## src/rtl/conv_seq.sv

```systemverilog
// conv_seq: walks a stride-1 output map, issues input/weight/bias read addresses and the aligned conv_unit control stream.
module conv_seq #(
    parameter int MEM_SIZE = 16,
    parameter int IMG_W    = 8,
    parameter int IMG_H    = 8,
    parameter int CH       = 1,
    parameter int K        = 3,
    parameter int OUT_CH   = 1,
    parameter int IN_BASE  = 0,
    parameter int W_BASE   = 0,
    parameter int B_BASE   = 0,
    parameter int OUT_BASE = 0
) (
    input  logic                clk,
    input  logic                rst,
    input  logic                start,
    output logic                busy,
    output logic                done,
    output logic [MEM_SIZE-1:0] in_ra,
    output logic [MEM_SIZE-1:0] w_ra,
    output logic [MEM_SIZE-1:0] b_ra,
    output logic                unit_en,
    output logic                unit_set_b,
    output logic [MEM_SIZE-1:0] unit_out_wa
);
    typedef logic [MEM_SIZE-1:0] addr_t;
    typedef enum logic [2:0] {IDLE, RUN, BIAS, DRAIN, DONE} state_t;
    localparam int OW = IMG_W - K + 1;
    localparam int OH = IMG_H - K + 1;
    localparam addr_t ONE = addr_t'(1);
    localparam addr_t KA  = addr_t'(K);
    localparam addr_t K1  = addr_t'(K - 1);
    localparam addr_t CHA = addr_t'(CH);
    localparam addr_t CH1 = addr_t'(CH - 1);
    localparam addr_t IWA = addr_t'(IMG_W);
    localparam addr_t IHA = addr_t'(IMG_H);
    localparam addr_t OWA = addr_t'(OW);
    localparam addr_t OW1 = addr_t'(OW - 1);
    localparam addr_t OHA = addr_t'(OH);
    localparam addr_t OH1 = addr_t'(OH - 1);
    localparam addr_t OC1 = addr_t'(OUT_CH - 1);
    localparam addr_t INB = addr_t'(IN_BASE);
    localparam addr_t WB  = addr_t'(W_BASE);
    localparam addr_t BB  = addr_t'(B_BASE);
    localparam addr_t OB  = addr_t'(OUT_BASE);

    state_t     state, n_state;
    addr_t      kx, ky, c, ox, oy, oc;
    addr_t      n_kx, n_ky, n_c, n_ox, n_oy, n_oc;
    addr_t      in_n, w_n, out_n;
    logic [1:0] dcnt;
    logic       run, bias, kx_w, ky_w, c_w, ox_w, oy_w, oc_w, tap_last, out_last;

    // Addresses are computed from the next counters so they leave the register in the same cycle as their state.
    always_comb begin
        run      = state == RUN;
        bias     = state == BIAS;
        kx_w     = kx == K1;
        ky_w     = ky == K1;
        c_w      = c == CH1;
        ox_w     = ox == OW1;
        oy_w     = oy == OH1;
        oc_w     = oc == OC1;
        tap_last = kx_w && ky_w && c_w;
        out_last = ox_w && oy_w && oc_w;
        n_kx     = run ? (kx_w ? '0 : kx + ONE) : kx;
        n_ky     = run && kx_w ? (ky_w ? '0 : ky + ONE) : ky;
        n_c      = run && kx_w && ky_w ? (c_w ? '0 : c + ONE) : c;
        n_ox     = bias ? (ox_w ? '0 : ox + ONE) : ox;
        n_oy     = bias && ox_w ? (oy_w ? '0 : oy + ONE) : oy;
        n_oc     = bias && ox_w && oy_w ? (oc_w ? '0 : oc + ONE) : oc;
        n_state  = state == IDLE  ? (start ? RUN : IDLE) :
                   state == RUN   ? (tap_last ? BIAS : RUN) :
                   state == BIAS  ? (out_last ? DRAIN : RUN) :
                   state == DRAIN ? (dcnt == 2'd3 ? DONE : DRAIN) : IDLE;
        in_n     = INB + (n_c * IHA + n_oy + n_ky) * IWA + n_ox + n_kx;
        w_n      = WB + ((n_oc * CHA + n_c) * KA + n_ky) * KA + n_kx;
        out_n    = OB + (oc * OHA + oy) * OWA + ox;
    end

    always_ff @(posedge clk or posedge rst) begin
        if (rst) begin
            state       <= IDLE;
            kx          <= '0;
            ky          <= '0;
            c           <= '0;
            ox          <= '0;
            oy          <= '0;
            oc          <= '0;
            dcnt        <= '0;
            in_ra       <= '0;
            w_ra        <= '0;
            b_ra        <= '0;
            unit_en     <= 1'b0;
            unit_set_b  <= 1'b0;
            unit_out_wa <= '0;
            busy        <= 1'b0;
            done        <= 1'b0;
        end else begin
            state       <= n_state;
            kx          <= n_kx;
            ky          <= n_ky;
            c           <= n_c;
            ox          <= n_ox;
            oy          <= n_oy;
            oc          <= n_oc;
            dcnt        <= state == DRAIN ? dcnt + 2'd1 : 2'd0;
            if (n_state == RUN) begin
                in_ra <= in_n;
                w_ra  <= w_n;
            end
            if (n_state == BIAS)
                b_ra <= BB + n_oc;
            // Control trails its address issue by one cycle to meet the synchronous read data.
            unit_en     <= run || bias;
            unit_set_b  <= bias;
            unit_out_wa <= bias ? out_n : '0;
            busy        <= n_state != IDLE;
            done        <= n_state == DONE;
        end
    end
endmodule

```

## config.mk

```make
export PLATFORM = sky130hd
export DESIGN_NAME = conv_seq
export DESIGN_NICKNAME = d
export VERILOG_FILES = /design/src/rtl/conv_seq.sv
export SDC_FILE = /design/constraint.sdc
export NUM_CORES = 1
export LEC_CHECK = 0
export BUFFER_PORTS_ARGS = -buffer_cell sky130_fd_sc_hd__buf_4
export CAP_MARGIN = 20
export CORE_ASPECT_RATIO = 2
export CORE_MARGIN = 5
export CORE_UTILIZATION = 50
export CTS_CLUSTER_DIAMETER = 40
export DETAILED_ROUTE_END_ITERATION = 8
export PLACE_DENSITY = 0.78
export SLEW_MARGIN = 20
export SYNTH_ARGS = -nofsm -noshare
export SYNTH_HDL_FRONTEND = slang
export SYNTH_SLANG_ARGS = --single-unit
```

## constraint.sdc

```tcl
create_clock -name clk -period 9.4 [get_ports clk]
set_clock_uncertainty 0.05 [all_clocks]
set_input_delay 1.88 -clock clk [delete_from_list [all_inputs] [get_ports clk]]
set_output_delay 1.88 -clock clk [all_outputs]
set_load 0.1 [all_outputs]
```

## After elaboration in Yosys (flattened, before gate mapping)

Index checks and enable logic that the tools add are counted.

| cells by class | value |
|---|---|
| add/sub/neg operators | 16 |
| $mul | 4 |
| equality and inequality tests | 11 |
| muxes and demuxes | 22 |
| reductions and logical operators | 13 |

Operator list:

| operator | number |
|---|---|
| two-way mux 16 bit | 13 |
| adder 16 bit | 7 |
| adder 16 x 1 -> 16 bit, second input constant | 6 |
| equality test 16 x 2 -> 1 bit, second input constant | 2 |
| equality test 16 x 3 -> 1 bit, second input constant | 2 |
| zero test 16 bit | 2 |
| multiplier 16 x 2 -> 15 bit, second input constant | 2 |
| multiplier 16 x 2 -> 16 bit, second input constant | 2 |
| adder 13 bit | 2 |
| two-way mux 3 bit | 5 |
| equality test 3 x 2 -> 1 bit, second input constant | 3 |
| logical AND 1 bit | 8 |
| equality test 3 x 1 -> 1 bit, second input constant | 2 |
| two-way mux 2 bit | 3 |
| equality test 3 bit, second input constant | 1 |
| zero test 3 bit | 1 |
| nonzero test 3 bit | 1 |
| adder 2 x 1 -> 2 bit, second input constant | 1 |
| equality test 2 bit, second input constant | 1 |
| logical OR 1 bit | 1 |
| two-way mux 1 bit | 1 |

| storage, ports and cells | value |
|---|---|
| register bits after elaboration | 169 |
| bits of input ports | 3 |
| output and inout bits | 68 |
| logic and storage cells | 82 |

## Longest topological paths before layout

| depth | value |
|---|---|
| depth in word-level cells | 9 |
| mapped depth | 37 |

## Worst setup path after synthesis

Ideal clock, no wire load.

| timing | value |
|---|---|
| path kind | reg2reg |
| from | register oy[1] |
| to | register w_ra[15] |
| library setup time | 0.125 ns |
| arrival | 7.646 ns |
| required time | 9.225 ns |
| setup slack | 1.579 ns |
| cell stages (with the launch flop) | 37 |
| period minus slack after synthesis | 7.821 ns |
| cells stage by stage | dfrtp_1 inv_1 ha_1 nor4b_1 and4_1 or3b_2 clkbuf_1 clkbuf_1 o31ai_1 ha_1 a21o_1 a21oi_1 o21bai_1 a21oi_1 o21ai_0 a21o_1 a21oi_1 xnor2_1 xnor2_1 ha_1 ha_1 a21o_1 a21o_1 a21o_1 a21o_1 o21bai_1 a21oi_1 xor2_1 fa_1 xnor2_1 xnor2_1 xnor3_1 xnor3_1 xnor3_1 xnor2_1 xnor2_1 o21ai_1 |

| on the way | value |
|---|---|
| longest elaborated chain between the ends | 8 |
| elaborated cells on any way between the ends | 15 |
| those cells by class | add/sub: 3; mul: 2; eq/ne: 2; mux: 5; reduce/logical: 3 |

RTL lines:

| element | line | text |
|---|---|---|
| start: declaration | 48 | `addr_t kx, ky, c, ox, oy, oc;` |
| start signal: assignment | 105 | `oy <= n_oy;` |
| equality test 16 x 3 -> 1 bit | 62 | `oy_w = oy == OH1;` |
| logical AND 1 bit | 71 | `n_oc = bias && ox_w && oy_w ? (oc_w ? '0 : oc + ONE) : oc;` |
| two-way mux 16 bit | 71 |  |
| net n_oc[1] | 49 | `addr_t n_kx, n_ky, n_c, n_ox, n_oy, n_oc;` |
| adder 16 bit | 77 | `w_n = WB + ((n_oc * CHA + n_c) * KA + n_ky) * KA + n_kx;` |
| multiplier 16 x 2 -> 16 bit | 77 |  |
| adder 16 bit | 77 |  |
| multiplier 16 x 2 -> 16 bit | 77 |  |
| adder 16 bit | 77 |  |
| end signal: assignment | 110 | `w_ra <= w_n;` |
| end: declaration | 20 | `output logic [MEM_SIZE-1:0] w_ra,` |

The timed path passes the listed nets, and every way through them passes these cells.
A chain may end at the register's enable or synchronous reset.

## Worst setup path after layout

| timing | value |
|---|---|
| from | register ox[1] |
| to | register w_ra[15] |

| on the way | value |
|---|---|
| longest elaborated chain between the ends | 9 |
| elaborated cells on any way between the ends | 16 |
| those cells by class | add/sub: 3; mul: 2; eq/ne: 2; mux: 5; reduce/logical: 4 |

RTL lines:

| element | line | text |
|---|---|---|
| start: declaration | 48 |  |
| start signal: assignment | 104 | `ox <= n_ox;` |
| equality test 16 x 3 -> 1 bit | 61 | `ox_w = ox == OW1;` |
| logical AND 1 bit (2 in series) | 71 |  |
| two-way mux 16 bit | 71 |  |
| net n_oc[1] | 49 |  |
| adder 16 bit | 77 |  |
| multiplier 16 x 2 -> 16 bit | 77 |  |
| adder 16 bit | 77 |  |
| multiplier 16 x 2 -> 16 bit | 77 |  |
| adder 16 bit | 77 |  |

The timed path passes the listed nets, and every way through them passes these cells.

==> metrics <==
status=complete, no violations; H-tree Lvls=4; post-route setup slack=0.7055 ns; Placer Congestion=0.9187; WS Path Type=flop to flop; RSZ-0062 raised after global routing=false; core area=0.02628 sq mm; Crit path required time=9.66 ns; Worst-Margin Slew=1.005 ns; hold crit path type=flop to flop; WL/cell=17.83 um; Post-Synth XOR/XNOR Area=0.1275; fill count=2,381; PortBufs=70; endpoint class of the critical path=flop; Power per Cell Area=177.4 mW/mm^2; min Tclk post-route=8.694 ns; pin count of the biggest net entering global routing=89; Setup Fix Bufs, Post-CTS=0; clk root buf=clkbuf_16; Yosys cell types=59; setup_tns=0 ns; final wirelength=33,050 um; gr ovfl total=0; area delta synth->final=11.81%; f_max=115.0 MHz; period utilization=0.9249; GRT Overall Usage=0.2248; Synth area leader=dfrtp_1; WHS Endpoint=dcnt[0]$_DFF_PP0_; Synth Area in Adders=0.2228; worst path arrival time=8.95 ns; antenna violations before repair=0; max-cap violations=0; Vias/cell=5.595; reg-to-reg startpoint=ox[1]$_DFF_PP0_; Starting Density=0.5074; Die ar.=0.03023 sq mm; met3 Usage GRT=0.03167; Largest stage delay, worst path=0.70 ns; synthesized area per cell=9.442 sq um; M2 GR Usage=0.4303; dpl ws=0.7683 ns; YS warnings=0; first-pass GRT wire length=53,730 um; Slew Viols, Final=0; Lkg Pwr=7.755 nW; Synth top area share=0.3172; Slew HR=0.3251; Seq/Total Area, Yosys=0.3172; Num CTS Buffers=17; worst skew pair latency=0.45 ns; clk sinks=169; HP Start=dcnt[0]$_DFF_PP0_; hold buffer count at cts=0; Nets=1,706; Boundary Pins=71; final hold violations=0; hold path cells=1; simple-gate share of the synthesized area=0.1496; initial DRC count=500; Top FF cell, synth=dfrtp_1; met1 GRT Util=0.2275; reg2reg setup slack=0.71 ns; DP HPWL=26,700 um; Worst path slowest cell=or3b_2; # setup viols final=0; ANT cells=0; mux cell area share after synthesis=0.01858; clock buffer depth=2; CTS tree=built; gr busiest metal=met2; synthesis-stage register bit count=169; Synth Area in Compound Gates=0.1198; CP max FO=19; Synth area leaders=dfrtp_1 (32%), ha_1 (14%), xnor2_1 (8.1%), fa_1 (8.1%), o21ai_0 (3.9%); vias in the first global route=10,768; number of core rows=84; Max IR drop VDD=0.1676 mV; CTS clk-pin slew, worst paths=0.08 ns; antenna-violating nets left=0; worst r2r path cells=34; Post-synth EDFFs=0; Syn Std Cell Area=0.01333 sq mm; Chip Width=125.5 um; Reg-to-Reg End=w_ra[15]$_DFFE_PP0N_; via count of the routed design=10,374; syn_nets=1,620; Mapped Cells=1,412; Pre-antenna DRT Iters=5; Die H=240.9 um; startpoint types=flop; ys async rst share=1.000; Post-route DRC=0; main combinational cell family by area after synthesis=adder cells; post-CTS sizing=0; layout cells sized above 1=0.1013
synth_stat cells, drive strengths merged (22+ instances only):
| library cell | n |
|---|---|
| xnor2 | 125 |
| dfrtp | 169 |
| nand4 | 24 |
| nand2 | 108 |
| fa | 54 |
| nor2 | 109 |
| mux2 | 22 |
| inv | 139 |
| nand3 | 40 |
| nor3 | 25 |
| a21oi | 78 |
| a21o | 27 |
| xor2 | 58 |
| o21ai | 106 |
| ha | 151 |
critical path: cells and delay by family, from the launching register on:
family,cells,cell delay (ns)
buffers and inverters,1,0.12
and+or+nand+nor,3,1.21
xor gates and xnor gates,10,2.02
adders and majority gates,5,1.55
DFF,1,0.45
AOI/OAI and AO/OA,15,3.18
registers in the layout, indices dropped and copies added (netlist names), 2 cells and up:
register and flops:
oy 16, dcnt 2, ox 16, state 3, in_ra 16, c 16, unit_out_wa 16, oc 16
kx 16, w_ra 16, ky 16, b_ra 16
cell usage in the layout, fill, tap and decap left out, drive strengths merged, types with 8 or more instances in the layout:
cell	instances
nor2b	14
o21ai	106
nand4	24
ha	151
clkbuf	17
nor3	25
mux2	22
inv	148
a21o	27
buf	82
o21a	8
nor2	109
xnor2	125
nand3	40
and3	20
a21oi	78
o21bai	20
nor4	14
dfrtp	169
nand2	108
and2	12
xor2	58
fa	54
worst max-delay path by stage:
| stage | slack, ns | end | depth (start not counted) | start |
|---|---|---|---|---|
| after floorplan | 1.58 | w_ra[15]$_DFFE_PP0N_ | 36 | oy[1]$_DFF_PP0_ |
| after global placement | 1.06 | w_ra[15]$_DFFE_PP0N_ | 32 | oy[9]$_DFF_PP0_ |
| after detailed placement | 0.77 | w_ra[15]$_DFFE_PP0N_ | 32 | oy[9]$_DFF_PP0_ |
| after CTS | 0.70 | w_ra[15]$_DFFE_PP0N_ | 34 | ox[1]$_DFF_PP0_ |
| after global routing | 0.09 | w_ra[15]$_DFFE_PP0N_ | 30 | ox[1]$_DFF_PP0_ |
| final | 0.71 | w_ra[15]$_DFFE_PP0N_ | 34 | ox[1]$_DFF_PP0_ |
power by group:
group | total (mW) | internal (mW) | switching, mW | leakage, nW
Clock | 0.724 | 0.397 | 0.326 | 0.288
Combinational | 1.06 | 0.341 | 0.716 | 5.16
Sequential | 0.865 | 0.804 | 0.0609 | 2.31
Total | 2.64 | 1.54 | 1.10 | 7.75
layout make-up:
cell class	instances	area, sq um	area share
inverter	140	530.5	0.03559
timing repair buffer	82	619.3	0.04155
multi-input combinational	1088	8512	0.5711
tap	344	430.4	0.02888
sequential	169	4229	0.2837
clock inverter	14	158.9	0.01066
clock buffer	17	425.4	0.02854
per-layer routing:
metal	vias up	wire length, um
met3	101	902
met5	-	0
li1	5018	-
met1	5013	11710
met4	0	1995
met2	242	18440
kinds of logic (layout without fill, tap and decap cells):
kind of cell	Yosys count	in the layout
simple gates	402	402
compound gates	272	272
fa+ha+maj	205	205
xor+xnor	187	187
flops	169	169
buf+inv	155	253
mux	22	22
stage by stage:
step	total power [mW]	hold WS [ns]	utilization	instance area (sq um)	cells
after floorplan	1.709	0.3636	-	13330	1412
after global placement	1.908	0.3763	0.5449	14320	1823
after detailed placement	1.938	0.3819	0.5449	14320	1823
after CTS	2.673	0.3912	0.5671	14900	1854
after global routing	2.821	0.4109	0.5673	14910	1854
final	2.645	0.3905	0.5673	14910	1854
No activity file was read; power rests on OpenSTA's default activity.
